## src/rtl/lfsr_cipher_pkg.sv

```systemverilog
// Shared definitions for the LFSR message cipher.
// Holds the encryptor state encoding, the fixed parameter addresses in data
// memory, the minimum prefix length, the padding character and the table of
// legal 7-bit tap patterns.
package lfsr_cipher_pkg;

  typedef enum logic [2:0] {
    ST_IDLE,
    ST_LD_PRE,
    ST_LD_TAP,
    ST_LD_INIT,
    ST_RD,
    ST_WR,
    ST_DONE
  } state_e;

  localparam logic [7:0] ADDR_PRE    = 8'd61;
  localparam logic [7:0] ADDR_TAP    = 8'd62;
  localparam logic [7:0] ADDR_INIT   = 8'd63;
  localparam logic [3:0] PRE_MIN     = 4'd10;
  localparam logic [7:0] ASCII_SPACE = 8'h20;

  localparam int unsigned NUM_TAPS = 9;
  localparam logic [6:0] LEGAL_TAPS [NUM_TAPS] = '{
    7'h60, 7'h48, 7'h78, 7'h72, 7'h6A, 7'h69, 7'h5C, 7'h7E, 7'h7B
  };

endpackage

```

## src/rtl/lfsr7_step.sv

```systemverilog
// One step of the 7-bit Fibonacci LFSR used by both cipher directions.
// Ports:
//   state_i : current LFSR state
//   taps_i  : tap mask; the feedback bit is the XOR of the tapped state bits
//   next_o  : state shifted left by one with the feedback bit in bit 0
module lfsr7_step (
  input  logic [6:0] state_i,
  input  logic [6:0] taps_i,
  output logic [6:0] next_o
);

  always_comb begin
    next_o = {state_i[5:0], ^(state_i & taps_i)};
  end

endmodule

```

## src/rtl/lfsr_encrypt_engine.sv

```systemverilog
// Memory-mastering encryptor. Loads prefix length, tap pattern and seed from
// data memory, then streams N_BYTES ciphertext bytes to CT_BASE, two cycles
// per byte (read plaintext, write ciphertext).
// Ports:
//   Clk       : clock, all state on rising edge
//   Reset     : asynchronous active-low reset
//   Start     : level; high holds/returns the block to idle, low runs
//   Ack       : high while a completed run is being held
//   MemAddr   : data memory address
//   MemWrEn   : data memory write strobe
//   MemWrData : data memory write data
//   MemRdData : data memory read data, combinational from MemAddr
module lfsr_encrypt_engine
  import lfsr_cipher_pkg::*;
#(
  parameter int unsigned CT_BASE = 64,
  parameter int unsigned N_BYTES = 64
) (
  input  logic       Clk,
  input  logic       Reset,
  input  logic       Start,
  output logic       Ack,
  output logic [7:0] MemAddr,
  output logic       MemWrEn,
  output logic [7:0] MemWrData,
  input  logic [7:0] MemRdData
);

  localparam logic [5:0] I_LAST    = 6'(N_BYTES - 1);
  localparam logic [7:0] CT_BASE_B = 8'(CT_BASE);

  state_e     state_q, state_d;
  logic [3:0] pre_q;
  logic [6:0] taps_q;
  logic [6:0] s_q;
  logic [5:0] i_q;
  logic [6:0] p_q;

  logic [5:0] pre6;
  logic       rd_live;
  logic [5:0] pt_idx;
  logic       last_byte;
  logic [6:0] s_next;
  logic [6:0] c_low;
  logic [3:0] pre_clamped;
  logic [6:0] seed_fixed;
  logic       rd_bit7_unused;

  // Plaintext bit 7 is never part of the cipher.
  assign rd_bit7_unused = MemRdData[7];

  assign pre6        = {2'b00, pre_q};
  assign rd_live     = (i_q >= pre6);
  assign pt_idx      = i_q - pre6;
  assign last_byte   = (i_q == I_LAST);
  assign c_low       = p_q ^ s_q;
  assign pre_clamped = (MemRdData[3:0] < PRE_MIN) ? PRE_MIN : MemRdData[3:0];
  // An all-zero seed would lock the LFSR, so it is replaced by 1.
  assign seed_fixed  = (MemRdData[6:0] == 7'h00) ? 7'h01 : MemRdData[6:0];

  lfsr7_step u_step (
    .state_i (s_q),
    .taps_i  (taps_q),
    .next_o  (s_next)
  );

  // State register
  always_ff @(posedge Clk or negedge Reset) begin
    if (!Reset) begin
      state_q <= ST_IDLE;
    end else begin
      state_q <= state_d;
    end
  end

  // Next-state logic; Start high aborts any active state back to idle.
  always_comb begin
    state_d = state_q;
    unique case (state_q)
      ST_IDLE:    if (!Start) state_d = ST_LD_PRE;
      ST_LD_PRE:  state_d = Start ? ST_IDLE : ST_LD_TAP;
      ST_LD_TAP:  state_d = Start ? ST_IDLE : ST_LD_INIT;
      ST_LD_INIT: state_d = Start ? ST_IDLE : ST_RD;
      ST_RD:      state_d = Start ? ST_IDLE : ST_WR;
      ST_WR: begin
        if (Start)          state_d = ST_IDLE;
        else if (last_byte) state_d = ST_DONE;
        else                state_d = ST_RD;
      end
      ST_DONE:    if (Start) state_d = ST_IDLE;
      default:    state_d = ST_IDLE;
    endcase
  end

  // Datapath registers
  always_ff @(posedge Clk or negedge Reset) begin
    if (!Reset) begin
      pre_q  <= '0;
      taps_q <= '0;
      s_q    <= '0;
      i_q    <= '0;
      p_q    <= '0;
    end else begin
      unique case (state_q)
        ST_LD_PRE:  pre_q  <= pre_clamped;
        ST_LD_TAP:  taps_q <= MemRdData[6:0];
        ST_LD_INIT: begin
          s_q <= seed_fixed;
          i_q <= '0;
        end
        ST_RD:      p_q <= rd_live ? MemRdData[6:0] : ASCII_SPACE[6:0];
        ST_WR: begin
          s_q <= s_next;
          if (!last_byte) i_q <= i_q + 6'd1;
        end
        default: ;
      endcase
    end
  end

  // Output logic; memory port is driven purely from the current state.
  always_comb begin
    Ack       = 1'b0;
    MemAddr   = '0;
    MemWrEn   = 1'b0;
    MemWrData = '0;
    unique case (state_q)
      ST_LD_PRE:  MemAddr = ADDR_PRE;
      ST_LD_TAP:  MemAddr = ADDR_TAP;
      ST_LD_INIT: MemAddr = ADDR_INIT;
      ST_RD:      if (rd_live) MemAddr = {2'b00, pt_idx};
      ST_WR: begin
        MemAddr   = CT_BASE_B + {2'b00, i_q};
        MemWrEn   = 1'b1;
        MemWrData = {^c_low, c_low};
      end
      ST_DONE:    Ack = 1'b1;
      default: ;
    endcase
  end

endmodule

```

## config.mk

```make
export PLATFORM = sky130hd
export DESIGN_NAME = lfsr_encrypt_engine
export DESIGN_NICKNAME = d
export VERILOG_FILES = /design/src/rtl/lfsr_cipher_pkg.sv /design/src/rtl/lfsr7_step.sv /design/src/rtl/lfsr_encrypt_engine.sv
export SDC_FILE = /design/constraint.sdc
export NUM_CORES = 1
export LEC_CHECK = 0
export CAP_MARGIN = 20
export CORE_MARGIN = 2
export CORE_UTILIZATION = 44
export CTS_CLUSTER_SIZE = 28
export DETAILED_ROUTE_END_ITERATION = 16
export PLACE_DENSITY_LB_ADDON = 0.25
export SETUP_SLACK_MARGIN = 0.3
export SLEW_MARGIN = 20
export SYNTH_ARGS = -nofsm -noshare
export SYNTH_HDL_FRONTEND = slang
export SYNTH_SLANG_ARGS = --single-unit
```

## constraint.sdc

```tcl
create_clock -name Clk -period 3.12 [get_ports Clk]
set_input_delay 0.936 -clock Clk [delete_from_list [all_inputs] [get_ports Clk]]
set_output_delay 0.936 -clock Clk [all_outputs]
set_load 0.02 [all_outputs]
```

==> run summary, run 1 <==
The tools report the maximum frequency from static timing analysis as 291.4 MHz. The power density over cell area works out to 621.6 nW/um^2. The number of violations of the max-capacitance limit is 0, and the number of flops mapped to enable cells by yosys is 0. The first global-routing pass estimated 8300 um of wire. In this run the worst hold path is classified as reg2reg. For the HPWL reported at the end of detailed placement, the log shows 3407 um. The dominant synthesized flop cell is sky130_fd_sc_hd__dfrtp_1.

Across the VDD grid, the largest voltage drop is 0.2915 mV. For the antenna diode instance count, the log shows 0. The logs give -311.8 ps for the post-layout worst setup margin and 1697 for the via count of the routed design.

The run finished, with violations left. The run gives 5 as the number of buffers inserted during clock tree synthesis. The run gives 1.630 mW as the post-layout total power. For this design the static power due to leakage is 1.252 nW. Endpoint type of the worst setup path: an output pin. Clock period minus final worst setup slack: 3432 ps.

Yosys attributes the largest share of cell area to sky130_fd_sc_hd__dfrtp_1 (42%), sky130_fd_sc_hd__xnor2_1 (8.2%), sky130_fd_sc_hd__nand2_1 (6.3%). A synthesized cell averages 9.265 sq um. The synthesis-to-finish area growth came out at 28.67%. Entering global routing, the biggest net connects 35 pins. The tools report the post-route DRC violation count as 0. The Yosys step of the flow raised 0 warnings.

The number of global-route vias before repair was 1705; the arrival time reported for the critical path endpoint was 2500 ps. The clock-pin slew reported for the worst setup and hold paths after clock tree synthesis came out at 60 ps. The clock tree synthesis step divided the H-tree into 2 levels. Setup violations remaining at the end of the flow were counted as 6. Once detail routing completed, the nets flagged for antenna violations numbered 0. Port buffering added 26 buffers. The initial utilization of the core area, before any placement, comes to 46.17%.

For the initial antenna violation count, the log shows 0. The tools report the clock network latency to the later pin of the worst-skew pair as 290 ps. The post-route netlist has 25.00% of its cells at a drive strength greater than 1.

Summed over all layers, the global routing overflow is 0. In the synthesized netlist the async set-or-reset flop fraction comes to 100.0%. The final count of pins violating max slew was 0; the number of cells produced by synthesis was 220.

Wires add up to 4785 um. For this block, the initial DRC count from the detailed router was 139. Last weighted congestion value of the routability-driven placer: 0.7842.

Of the post-synthesis cell area, the dominant cell type holds 41.74%. In this run, distinct cell masters in the synthesized netlist total 42. The tools report the cell chosen for the clock root as sky130_fd_sc_hd__clkbuf_8.

The floorplan die height was 72.06 um. In the layout the commonest cells are sky130_fd_sc_hd__nand2_1 (34), sky130_fd_sc_hd__dfrtp_1 (34), sky130_fd_sc_hd__nor2_1 (24), sky130_fd_sc_hd__buf_4 (24), sky130_fd_sc_hd__xnor2_1 (15). Overall die area: 5193 sq um. The tools report the clock net sink count as 34. For the worst setup skew after layout, the log shows 9.486 ps. After detailed routing, the average wire length per cell comes to 14.95 um. Counting every net in the synthesized netlist gives 237.

After synthesis the cells add up to 2038 sq um. The area of all sequential standard cells was 850.8 sq um. TritonCTS built the clock tree.

The synthesized design spends more area on one cell type than any other, namely sky130_fd_sc_hd__dfrtp_1. STA classifies the critical path startpoint as a flip-flop. STA puts the critical path data required time at 2180 ps. For the hold violation total from the final report, the log shows 0.

The floorplan step set the die width to 72.06 um. After routing, the total negative slack on setup checks comes to -1333 ps. The floorplan step defined a core boundary enclosing 4414 sq um. The logs give 0 for the number of hold buffers added after CTS and 29 for the I/O pin total. The proportion of synthesized chip area in sequential cells is 41.74%.

Using the TritonRoute via totals, the vias-per-cell ratio works out to 5.303. The floorplan has 24 rows. Setup repair after global routing could not meet its margin everywhere. The multi-input gate area in the final layout is 1130 sq um, and the detailed-routing iteration count for the pre-antenna-repair pass is 4. Of all nets on the critical path, the largest fanout is 3.

The post-synthesis sequential element count is 34, and the part of the cycle the worst path needs is 110.0%. The final reports fail on setup timing. Net count of the finished layout: 285.

The worst setup path is of the reg2out kind. The fill cell instance count of the final layout was 379; the overall global routing resource usage was 21.00%. Maximum buffer depth of the clock tree: 2.
[registers in the layout (all words and copies together), names as in the netlist]
| register | cells |
|---|---|
| i_q | 6 |
| p_q | 7 |
| pre_q | 4 |
| s_q | 7 |
| state_q | 3 |
| taps_q | 7 |
[logic make-up after synthesis]
group                      Yosys count  synth area share [%]
xor gates and xnor gates            25                 10.74
DFF                                 34                 41.74
adders and majority gates            6                 4.052
other                                1                0.1840
buffers and inverters               22                 4.972
muxes                                8                 4.359
AOI/OAI and AO/OA                   44                 15.47
and+or+nand+nor                     80                 18.48
[final timing paths]
check / from / to / slack (ps) / cells past startpoint
worst max-delay path: i_q[0] / MemAddr[1] / -310 / 12
worst min-delay path: pre_q[3] / pre_q[3] / 450 / 2
worst max register to register: i_q[0] / p_q[0] / 910 / 12
worst min register to register: pre_q[3] / pre_q[3] / 450 / 2
max in group asynchronous: Reset / i_q[0] / 1760 / 2
min in group asynchronous: Reset / pre_q[3] / 1060 / 2
[layout make-up]
| cell class | count | share of cell area, % |
|---|---|---|
| clock buffer | 6 | 3.149 |
| clock inverter | 1 | 1.145 |
| inverter | 13 | 1.861 |
| multi-input combinational | 164 | 43.08 |
| sequential | 34 | 32.44 |
| tap | 52 | 2.481 |
| timing repair buffer | 50 | 15.84 |
[synthesized netlist by cell type (all sizes together), types with 2 or more instances]
cell type,instances
clkbuf,3
a21oi,12
nor4,2
a31oi,5
nand2,35
xnor2,19
xor2,6
nor3,2
o32ai,2
o21ai,7
inv,13
buf,6
mux2,7
dfrtp,34
a22o,7
ha,5
o31ai,2
nor2b,3
a211oi,2
nand3,8
nor2,26
[power by group]
part           switching, mW  internal (mW)  total [mW]  leakage (nW)
combinational          0.274          0.325       0.600         0.770
sequential            0.0904          0.528       0.619         0.425
clock                  0.156          0.255       0.412        0.0573
total                  0.521           1.11        1.63          1.25
[timing repair]
action,in CTS,in global routing
endpoints found under the setup margin,14,8
resized for setup,43,5
pin swaps,4,2
setup buffers,4,1
[through the flow]
stage / util, % / instance area [sq um] / instances / hold WS [ps] / worst slack, ps
floorplan: - / 2052 / 220 / 418.1 / 109.3
global placement: 55.90 / 2467 / 308 / 430.4 / -294.6
detailed placement: 55.90 / 2467 / 308 / 437.8 / -322.5
CTS: 58.99 / 2604 / 319 / 451.5 / -391.8
global route: 59.41 / 2623 / 320 / 460.5 / -434.0
finish: 59.41 / 2623 / 320 / 448.5 / -311.8
[metal layers]
metal  routed length [um]  global-route usage (%)
met3                  197                   5.278
met4                   59                   6.709
met2                 2209                   32.11
met5                    0                       0
met1                 2319                   29.31
[critical path, cell delays in order (launching register included)]
cell,delay (ps)
sky130_fd_sc_hd__dfrtp_1,380
sky130_fd_sc_hd__inv_1,70
sky130_fd_sc_hd__ha_1,160
sky130_fd_sc_hd__inv_2,50
sky130_fd_sc_hd__fa_2,340
sky130_fd_sc_hd__a21oi_2,110
sky130_fd_sc_hd__nor2_1,50
sky130_fd_sc_hd__o21a_1,210
sky130_fd_sc_hd__nor4_4,170
sky130_fd_sc_hd__buf_4,160
sky130_fd_sc_hd__nor2_4,30
sky130_fd_sc_hd__a221o_2,360
sky130_fd_sc_hd__buf_6,140
Power figures use the tool's default switching activity.
==> inputs of run 2 (changes only) <==
--- a/config.mk
+++ b/config.mk
@@ -10,6 +10,7 @@
 export CORE_UTILIZATION = 44
 export CTS_CLUSTER_SIZE = 28
 export DETAILED_ROUTE_END_ITERATION = 16
+export GPL_ROUTABILITY_DRIVEN = 0
 export PLACE_DENSITY_LB_ADDON = 0.25
 export SETUP_SLACK_MARGIN = 0.3
 export SLEW_MARGIN = 20
==> results of run 2 <==
Same layout as run 1: the final DEF is identical, and so are final timing and power.
